### config.mk
export PLATFORM = sky130hd
export DESIGN_NAME = booth_mul_seq
export DESIGN_NICKNAME = d
export VERILOG_FILES = /design/src/rtl/booth_mul_seq.sv
export SDC_FILE = /design/constraint.sdc
export NUM_CORES = 1
export LEC_CHECK = 0
export CAP_MARGIN = 10
export CORE_ASPECT_RATIO = 1.1
export CORE_MARGIN = 2
export CORE_UTILIZATION = 41
export CTS_CLUSTER_SIZE = 28
export DETAILED_ROUTE_END_ITERATION = 8
export GPL_TIMING_DRIVEN = 0
export PLACE_DENSITY = 0.67
export SYNTH_ARGS = -nofsm -noshare
export SYNTH_HDL_FRONTEND = slang
export SYNTH_SLANG_ARGS = --single-unit
### constraint.sdc
create_clock -name clk_i -period 11.1 [get_ports clk_i]
set_input_delay 2.22 -clock clk_i [delete_from_list [all_inputs] [get_ports clk_i]]
set_output_delay 2.22 -clock clk_i [all_outputs]
set_load 0.1 [all_outputs]
### src/rtl/booth_mul_seq.sv
// booth_mul_seq: iterative radix-4 Booth multiplier retiring PP_PER_CYCLE digits per clock
module booth_mul_seq #(
  parameter int WIDTH_A = 16,
  parameter int WIDTH_B = 16,
  parameter int WIDTH_O = WIDTH_A + WIDTH_B,
  parameter int PP_PER_CYCLE = 1
) (
  input  logic               clk_i,
  input  logic               rst_i,
  input  logic               in_valid_i,
  output logic               in_ready_o,
  input  logic [WIDTH_A-1:0] operand_a,
  input  logic [WIDTH_B-1:0] operand_b,
  input  logic               signed_i,
  output logic               out_valid_o,
  input  logic               out_ready_i,
  output logic [WIDTH_O-1:0] product_o,
  output logic               busy_o
);
  localparam int COUNT = (WIDTH_B + 2) / 2;
  localparam int N_ITER = (COUNT + PP_PER_CYCLE - 1) / PP_PER_CYCLE;
  localparam int ACCW = WIDTH_A + WIDTH_B + 2;
  localparam int BW = 2 * COUNT + 1;
  localparam int IW = $clog2(N_ITER + 1);
  typedef enum logic [1:0] {IDLE, BUSY, DONE} state_t;
  if (PP_PER_CYCLE < 1 || PP_PER_CYCLE > COUNT) begin : g_bad_pp
    $error("booth_mul_seq: PP_PER_CYCLE must be in 1..COUNT");
  end
  state_t            r_state, w_next;
  logic [ACCW-1:0]   r_acc, r_m, w_sum, w_mag, w_pp;
  logic [BW-1:0]     r_b;
  logic [IW-1:0]     r_iter;
  logic [WIDTH_O-1:0] r_prod;
  logic [2:0]        w_d;
  logic              w_accept, w_last;
  assign w_accept = r_state == IDLE && in_valid_i;
  assign w_last = r_state == BUSY && r_iter == IW'(N_ITER - 1);
  assign in_ready_o = r_state == IDLE;
  assign out_valid_o = r_state == DONE;
  assign busy_o = r_state != IDLE;
  assign product_o = r_prod;
  always_ff @(posedge clk_i)
    r_state <= rst_i ? IDLE : w_next;
  always_comb begin
    w_next = r_state;
    if (r_state == IDLE && in_valid_i) w_next = BUSY;
    if (w_last) w_next = DONE;
    if (r_state == DONE && out_ready_i) w_next = IDLE;
  end
  // r_m and r_b advance by 2*PP_PER_CYCLE bits per cycle, so digit k always sits at r_b[2k+2:2k]
  always_comb begin
    w_sum = r_acc;
    w_d = '0;
    w_mag = '0;
    w_pp = '0;
    for (int k = 0; k < PP_PER_CYCLE; k++) begin
      w_d = r_b[2*k +: 3];
      w_mag = (w_d == 3'b011 || w_d == 3'b100) ? r_m << 1 : r_m;
      w_pp = (w_d == 3'b000 || w_d == 3'b111 || int'(r_iter) * PP_PER_CYCLE + k >= COUNT) ? '0 :
             w_d[2] ? -w_mag : w_mag;
      w_sum = w_sum + (w_pp << (2 * k));
    end
  end
  always_ff @(posedge clk_i) begin
    if (rst_i) begin
      r_acc <= '0;
      r_m <= '0;
      r_b <= '0;
      r_iter <= '0;
      r_prod <= '0;
    end else if (w_accept) begin
      r_acc <= '0;
      r_m <= {{(ACCW-WIDTH_A){signed_i & operand_a[WIDTH_A-1]}}, operand_a};
      r_b <= {{(BW-1-WIDTH_B){signed_i & operand_b[WIDTH_B-1]}}, operand_b, 1'b0};
      r_iter <= '0;
    end else if (r_state == BUSY) begin
      r_acc <= w_sum;
      r_m <= r_m << (2 * PP_PER_CYCLE);
      r_b <= r_b >> (2 * PP_PER_CYCLE);
      r_iter <= r_iter + 1'b1;
      if (w_last) r_prod <= w_sum[WIDTH_O-1:0];
    end
  end
endmodule

==> impl_results.rst, run 1 <==
.. list-table::
   :header-rows: 1

   * - Metric
     - Value
   * - Post-Synthesis Cells
     - 1059
   * - Net Switching
     - 0.3877 mW
   * - Depth of the worst hold-timing path
     - 2
   * - Congestion Overflow GR
     - 0
   * - Clock network latency to the later pin of the worst-skew pair
     - 0.42 ns
   * - Total CTS buffers
     - 17
   * - Post-layout instance count excluding filler cells
     - 1404
   * - Finish-stage setup viols
     - 0
   * - Crit path required time
     - 11.37 ns
   * - Highest Clock Rate
     - 0.1389 GHz
   * - Effective utilization at floorplan
     - 0.4212
   * - Placed instance area
     - 8787 um2
   * - Width of the chip
     - 135.4 um
   * - Number of warnings reported in the yosys synthesis log
     - 0
   * - I/O Pins
     - 72
   * - Placer Congestion
     - 0.8932
   * - Reg2reg path depth
     - 27
   * - Total number of H-tree levels
     - 4
   * - Setup Total Neg Slack
     - 0 ns
   * - Worst Min Path Start
     - product_o[6]
   * - CP startpoint kind
     - register
   * - Post-layout minimum cycle time
     - 7.200 ns
   * - Count of pins over their slew limit
     - 0
   * - Buffers & Inverters on Critical Path
     - 5
   * - Synthesis-stage register bit count
     - 120
   * - Number of global-route vias before repair
     - 7361
   * - Max Buffers Root-to-Sink
     - 2
   * - Clock tree from TritonCTS
     - built
   * - Combined area of all synthesized cells
     - 7782 um2
   * - Net count reported at finish
     - 1221
   * - Routed wire length
     - 22940 um
   * - Count of distinct cell types in the synthesized netlist
     - 66
   * - Number of flops mapped to enable cells by yosys
     - 0
   * - Die outline area
     - 20100 um2
   * - Number of port buffers
     - 70
   * - Arrival @ worst endpoint
     - 7.47 ns
   * - Total clock sinks
     - 120
   * - Master cell of the clock root buffer
     - clkbuf_16
   * - Kind of cell with the highest combined delay on the critical path
     - compound AO/OA/AOI/OAI gates
   * - Diodes inserted
     - 0
   * - Total nets after synthesis
     - 1132
   * - CTS clk-pin slew, worst paths
     - 0.05 ns
   * - First-pass GRT wire length
     - 37160 um
   * - Post-cts repair resize count
     - 0
   * - Placed insts
     - 1372
   * - Most frequently used flop master after synthesis
     - dfxtp_1
   * - Synth-to-layout area growth
     - 21.24%
   * - Maximum cell stage delay along the critical path
     - 0.64 ns
   * - Fraction of layout instances using a drive strength above 1
     - 0.04565
   * - Internal cell power
     - 0.9490 mW
   * - Number of stages on the worst setup path
     - 27
   * - Hold-fix buffers at CTS
     - 0
   * - HPWL Detailed
     - 17380 um
   * - Avg Synthesized Cell Area
     - 7.349 um2
   * - Net switching share of the total power
     - 0.2900
   * - Maximum number of pins on one net before global-route repair
     - 17
   * - Total power of the final layout
     - 1.337 mW
   * - Total core area
     - 18480 um2
   * - Post-route clock period utilization
     - 0.6486
   * - Post-detailed-route count of antenna-violating nets
     - 0
   * - Reg power frac
     - 0.349
   * - Wire per inst
     - 16.34 um
   * - First drt pass iteration count
     - 5
   * - Via-per-instance ratio
     - 5.525
   * - Unrepaired setup endpoints after global routing
     - false
   * - Async SR Flop Fraction
     - 0
   * - Fillers
     - 1826
   * - Chip height
     - 148.5 um
   * - Share of synthesized area occupied by flip-flops and latches
     - 0.3087
   * - Number of max-cap violations
     - 0
   * - Power share of the combinational group
     - 0.198
   * - Clock network fraction of total power
     - 0.453
   * - Result of the run
     - finished clean
   * - Combined global-route utilization of all metal layers
     - 0.2338
   * - CP max stage cell
     - clkbuf_1
   * - Nature of the critical path endpoint
     - register
   * - Critical Setup Path Class
     - register to register
   * - Hold WC Path Type
     - register to register
   * - Final hold violations
     - 0
   * - Most used cells in the layout excluding fill and tap cells
     - nand2_1, a21oi_1, dfxtp_1
   * - CP Max Fanout
     - 10
   * - Initial antenna violation count
     - 0
   * - Reported leakage power
     - 3.771 nW
   * - Final instance area
     - 9435 um2
   * - # DRC
     - 0
   * - Worst ir drop on vdd
     - 0.1176 mV
   * - Via total after detailed routing
     - 7757
   * - Setup fix buffers added after clock tree synthesis
     - 0
   * - Transition time at the pin with the least slew margin
     - 0.9681 ns
   * - Skew final
     - 0.009908 ns
   * - Critical path origin
     - r_b[2]
   * - Iteration-0 DRC Markers
     - 728
   * - Launching point of the worst reg2reg path
     - r_b[2]
   * - Worst slew margin
     - 0.3526
   * - Most frequent standard cell in the layout excluding fill and tap cells
     - nand2_1
   * - Total power density per cell area
     - 141.7 nW/um2
   * - Count of standard-cell rows
     - 52
power by group through the flow:
| stage | Clock [mW] | Sequential [mW] | Combinational (mW) |
|---|---|---|---|
| 6_report | 0.605 | 0.467 | 0.265 |
| 5_1_grt | 0.631 | 0.469 | 0.292 |
| 4_1_cts | 0.612 | 0.466 | 0.262 |
| 3_5_place_dp | 0 | 0.475 | 0.260 |
| 3_3_place_gp | 0 | 0.475 | 0.258 |
| 2_1_floorplan | 0 | 0.470 | 0.193 |
worst paths after layout:
check	to	slack, ns
worst min-delay path	product_o[6]	0.45
worst max register to register	product_o[31]	3.90
worst max-delay path	product_o[31]	3.90
worst min register to register	product_o[6]	0.45
cells by family (layout without fill, tap and decap cells):
kind of cell / count (synthesis) / in the layout / share of synthesized area
fa+ha+maj: 36 / 36 / 0.05884
compound gates: 311 / 311 / 0.2447
simple gates: 424 / 424 / 0.2497
mux: 20 / 20 / 0.02669
flops: 120 / 120 / 0.3087
buf+inv: 90 / 192 / 0.04614
xor+xnor: 58 / 58 / 0.06527
through the flow:
step | util | hold slack [ns] | worst slack [ns]
2_1_floorplan | - | 0.4362 | 5.383
3_3_place_gp | 0.4756 | 0.4436 | 4.026
3_5_place_dp | 0.4756 | 0.4487 | 4.047
4_1_cts | 0.5106 | 0.4562 | 4.025
5_1_grt | 0.5106 | 0.4768 | 3.538
6_report | 0.5106 | 0.4512 | 3.900
registers in the layout, indices dropped and copies added (netlist names):
| name | count |
|---|---|
| product_o | 32 |
| r_acc | 32 |
| r_b | 18 |
| r_iter | 4 |
| r_m | 32 |
| r_state | 2 |
layer usage:
| metal | GRT usage | wire length [um] |
|---|---|---|
| met1 | 0.3008 | 10470 |
| met2 | 0.3858 | 10640 |
| met3 | 0.03340 | 1040 |
| met4 | 0.1109 | 789 |
| met5 | 0 | 0 |
cell usage after synthesis, types with 3 or more instances:
cell type    n  area [um2]
a2111oi_0    5       43.79
a211oi_1    14       105.1
a21boi_0     5       37.54
a21o_1      18       135.1
a21oi_1    142       710.7
a22oi_1     28       210.2
a31oi_1     10       62.56
and2_1       4       25.02
and3_1      10       62.56
buf_1        4       15.01
buf_2        3       15.01
clkbuf_1    65       244.0
dfxtp_1    120        2402
ha_1        35       437.9
inv_1       15       56.30
mux2i_1     17       170.2
nand2_1    175       656.9
nand2b_1    13       81.33
nand3_1     26       130.1
nand3b_1     8       60.06
nand4_1      9       56.30
nor2_1     102       382.9
nor2b_1     11       68.82
nor3_1      38       190.2
nor3b_1      5       37.54
nor4_1       3       18.77
o21a_1       6       45.04
o21ai_0     51       255.2
o22ai_1      5       31.28
o31ai_1      4       30.03
or3_1        8       50.05
xnor2_1     36       315.3
xor2_1      22       192.7
layout make-up:
cell class              instances  area, um2  area share
plain buffers                  75      302.8     0.03209
clock buffers                  21      480.5     0.05092
clock inverters                11      167.7     0.01777
inverters                      15      56.30    0.005967
multi-input cells             849       5021      0.5322
flip-flops and latches        120       2402      0.2546
well taps                     243      304.0     0.03222
repair buffers                 70      700.7     0.07426
worst reg2reg max path, delay by kind of cell (launching register included):
family	cells	cell delay (ns)
compound gates	11	2.48
buf+inv	5	2.02
simple gates	7	1.22
fa+ha+maj	2	0.62
xor+xnor	2	0.41
flops	1	0.30
Note: power is estimated with default switching activity, not from simulation.
==> run 2, diff against run 1 <==
--- a/config.mk
+++ b/config.mk
@@ -12,7 +12,7 @@
 export CTS_CLUSTER_SIZE = 28
 export DETAILED_ROUTE_END_ITERATION = 8
 export GPL_TIMING_DRIVEN = 0
-export PLACE_DENSITY = 0.67
+export PLACE_DENSITY = 0.7
 export SYNTH_ARGS = -nofsm -noshare
 export SYNTH_HDL_FRONTEND = slang
 export SYNTH_SLANG_ARGS = --single-unit
==> constraint.sdc (replaced) <==
create_clock -name clk_i -period 6.6 [get_ports clk_i]
set_input_delay 1.32 -clock clk_i [delete_from_list [all_inputs] [get_ports clk_i]]
set_output_delay 1.32 -clock clk_i [all_outputs]
set_load 0.1 [all_outputs]
==> run 2 against run 1 <==
Against the previous run: sequential power rose by 68%; die area unchanged; clock-buffer cell count unchanged; cell area unchanged; final cell count shrank 0.14%; register-to-register slack lost 3.4 ns; setup slack got worse by 3.4 ns; first-iteration DRC count increased by 3.8%; non-clock buffer count down 2.
==> impl_results.rst, run 2 (synthesis gave the netlist of run 1 again) <==
.. list-table::
   :header-rows: 1

   * - Metric
     - Value
   * - Clock network latency to the later pin of the worst-skew pair
     - 0.43 ns
   * - First-pass GRT wire length
     - 37380 um
   * - Total power of the final layout
     - 2.240 mW
   * - Final core utilization
     - 0.5106
   * - Highest Clock Rate
     - 0.1641 GHz
   * - Placer Congestion
     - 0.9443
   * - Net Switching
     - 0.6544 mW
   * - Reg2reg path depth
     - 25
   * - CP Max Fanout
     - 19
   * - Total power density per cell area
     - 237.4 nW/um2
   * - Transition time at the pin with the least slew margin
     - 0.9701 ns
   * - Total core area
     - 18480 um2
   * - Crit path required time
     - 6.87 ns
   * - Setup fix buffers added after clock tree synthesis
     - 0
   * - Setup crit end
     - product_o[31]
   * - Die outline area
     - 20100 um2
   * - CTS clk-pin slew, worst paths
     - 0.06 ns
   * - Number of stages on the worst setup path
     - 25
   * - Clock network fraction of total power
     - 0.450
   * - I/O Pins
     - 72
   * - CP max stage cell
     - or3b_4
   * - Max Buffers Root-to-Sink
     - 2
   * - Net count reported at finish
     - 1219
   * - Wire per inst
     - 16.40 um
   * - Count of pins over their slew limit
     - 0
   * - Number of global-route vias before repair
     - 7464
   * - Buffers & Inverters on Critical Path
     - 3
   * - CP startpoint kind
     - register
   * - Master cell of the clock root buffer
     - clkbuf_16
   * - Width of the chip
     - 135.4 um
   * - Reported leakage power
     - 3.762 nW
   * - Effective utilization at floorplan
     - 0.4212
   * - Combined global-route utilization of all metal layers
     - 0.2356
   * - Via total after detailed routing
     - 7784
   * - Total CTS buffers
     - 17
   * - Arrival @ worst endpoint
     - 6.37 ns
   * - Most used cells in the layout excluding fill and tap cells
     - nand2_1, a21oi_1, dfxtp_1
   * - First drt pass iteration count
     - 6
   * - Total clock sinks
     - 120
   * - Worst slew margin
     - 0.3512
   * - Number of port buffers
     - 70
   * - Synth-to-layout area growth
     - 21.24%
   * - Nature of the critical path endpoint
     - register
   * - Met2 track demand over resource in global routing
     - 0.3850
   * - Clock tree from TritonCTS
     - built
   * - HPWL Detailed
     - 17500 um
   * - Critical Setup Path Class
     - register to register
   * - Fraction of met3 tracks used by global routing
     - 0.03885
   * - Unrepaired setup endpoints after global routing
     - false
   * - Skew final
     - 0.009033 ns
   * - Hold WC Path Type
     - register to register
   * - Worst ir drop on vdd
     - 0.1808 mV
   * - Initial antenna violation count
     - 0
   * - Result of the run
     - finished clean
   * - Reg power frac
     - 0.351
   * - Final hold violations
     - 0
   * - Maximum cell stage delay along the critical path
     - 0.41 ns
   * - Most frequent standard cell in the layout excluding fill and tap cells
     - nand2_1
   * - Worst R2R Setup Slack
     - 0.50 ns
   * - Fraction of layout instances using a drive strength above 1
     - 0.04659
   * - Total number of H-tree levels
     - 4
   * - Via-per-instance ratio
     - 5.552
   * - Post-layout minimum cycle time
     - 6.096 ns
   * - Diodes inserted
     - 0
   * - Launching point of the worst reg2reg path
     - r_b[2]
   * - Kind of cell with the highest combined delay on the critical path
     - compound AO/OA/AOI/OAI gates
   * - Met1 usage in global routing
     - 0.3057
   * - End of the worst register-to-register path
     - product_o[31]
   * - Congestion Overflow GR
     - 0
   * - Grt peak-use layer
     - met2
   * - Internal cell power
     - 1.586 mW
   * - Chip height
     - 148.5 um
   * - Finish-stage setup viols
     - 0
   * - Routed wire length
     - 22990 um
   * - Maximum number of pins on one net before global-route repair
     - 20
   * - Power share of the combinational group
     - 0.199
   * - Number of max-cap violations
     - 0
   * - Post-detailed-route count of antenna-violating nets
     - 0
   * - Net switching share of the total power
     - 0.2921
   * - Iteration-0 DRC Markers
     - 756
   * - Post-route clock period utilization
     - 0.9236
   * - Critical path origin
     - r_b[2]
   * - # DRC
     - 0
   * - Count of standard-cell rows
     - 52
==> run 2: changes by cell type in the layout (fill, tap and decap cells not counted) <==
cell and delta:
a211oi_1 -1, a211oi_2 +1, clkbuf_1 -1, buf_2 +1, clkinv_4 +1, clkinvlp_4 +1, clkinv_2 -1, buf_1 -1
inv_6 -1, o31ai_4 +1, clkbuf_8 -1, o31ai_2 -1
==> run 2: power by group through the flow <==
stage	sequential, mW	combinational (mW)	clock [mW]
after floorplan	0.790	0.324	0
after CTS	0.784	0.441	1.01
final	0.786	0.446	1.01
after global routing	0.789	0.493	1.05
after detailed placement	0.800	0.439	0
after global placement	0.799	0.435	0
==> run 2: per-stage QoR <==
step / setup TNS (ns) / cells / area (um2) / worst slack, ns / hold slack, ns
2_1_floorplan: 0 / 1059 / 7782 / 0.8832 / 0.4362
3_3_place_gp: -1.273 / 1372 / 8787 / -0.4861 / 0.4426
3_5_place_dp: -1.293 / 1372 / 8787 / -0.4625 / 0.4467
4_1_cts: 0 / 1403 / 9432 / 0.2969 / 0.4553
5_1_grt: 0 / 1402 / 9435 / 0.1854 / 0.4679
6_report: 0 / 1402 / 9435 / 0.5045 / 0.4518
==> run 2: worst min-delay path by stage <==
stage                  start       endpoint  slack (ns)  cells past startpoint
2_1_floorplan      r_acc[25]      r_acc[25]        0.44                      2
3_3_place_gp          r_b[4]         r_b[4]        0.44                      2
3_5_place_dp    product_o[3]   product_o[3]        0.45                      2
4_1_cts         product_o[3]   product_o[3]        0.46                      2
5_1_grt        product_o[10]  product_o[10]        0.47                      2
6_report        product_o[5]   product_o[5]        0.45                      2
==> run 2: worst reg2reg max path, stage by stage, from the launching register on <==
cell and delay [ns]:
dfxtp_1 0.30, buf_4 0.15, or3b_4 0.41, and2_4 0.16
buf_6 0.17, buf_2 0.29, nand2_1 0.16, ha_1 0.18
a21boi_0 0.25, nand4_1 0.22, o31ai_4 0.32, a21boi_2 0.23
nand2_1 0.21, xor2_1 0.22, nor2_1 0.17, ha_1 0.33
a21o_1 0.23, a21o_1 0.18, a21oi_1 0.14, nor2b_1 0.07
o31a_1 0.29, a211oi_2 0.29, o21ai_0 0.25, a211o_1 0.33
xnor2_1 0.27, a211oi_2 0.11
==> run 2: repair_timing <==
item                                    in CTS  in global routing
endpoints found under the hold margin        0                  0
cloned                                       0                  0
hold buffers                                 0                  0
resized for setup                            3                  1
endpoints found under the setup margin       7                  2
==> run 2: final cells by class <==
class | instances | area [um2]
Inverter | 15 | 56.30
Fill cell | 1891 | 9042
Clock buffer | 21 | 470.5
Clock inverter | 11 | 170.2
Buffer | 73 | 296.5
Sequential cell | 120 | 2402
Tap cell | 243 | 304.0
Multi-Input combinational cell | 849 | 5035
Timing Repair Buffer | 70 | 700.7
==> run 2: metal layers <==
| metal | wire length [um] | up-vias |
|---|---|---|
| met1 | 10490 | 3558 |
| met3 | 1126 | 54 |
| met4 | 770 | 0 |
| li1 | - | 3919 |
| met5 | 0 | - |
| met2 | 10610 | 253 |
==> run 3, diff against run 2 <==
--- a/config.mk
+++ b/config.mk
@@ -5,7 +5,7 @@
 export SDC_FILE = /design/constraint.sdc
 export NUM_CORES = 1
 export LEC_CHECK = 0
-export CAP_MARGIN = 10
+export CAP_MARGIN = 20
 export CORE_ASPECT_RATIO = 1.1
 export CORE_MARGIN = 2
 export CORE_UTILIZATION = 41
==> results of run 3 <==
Final layout, timing and power as in run 2 (identical DEF).
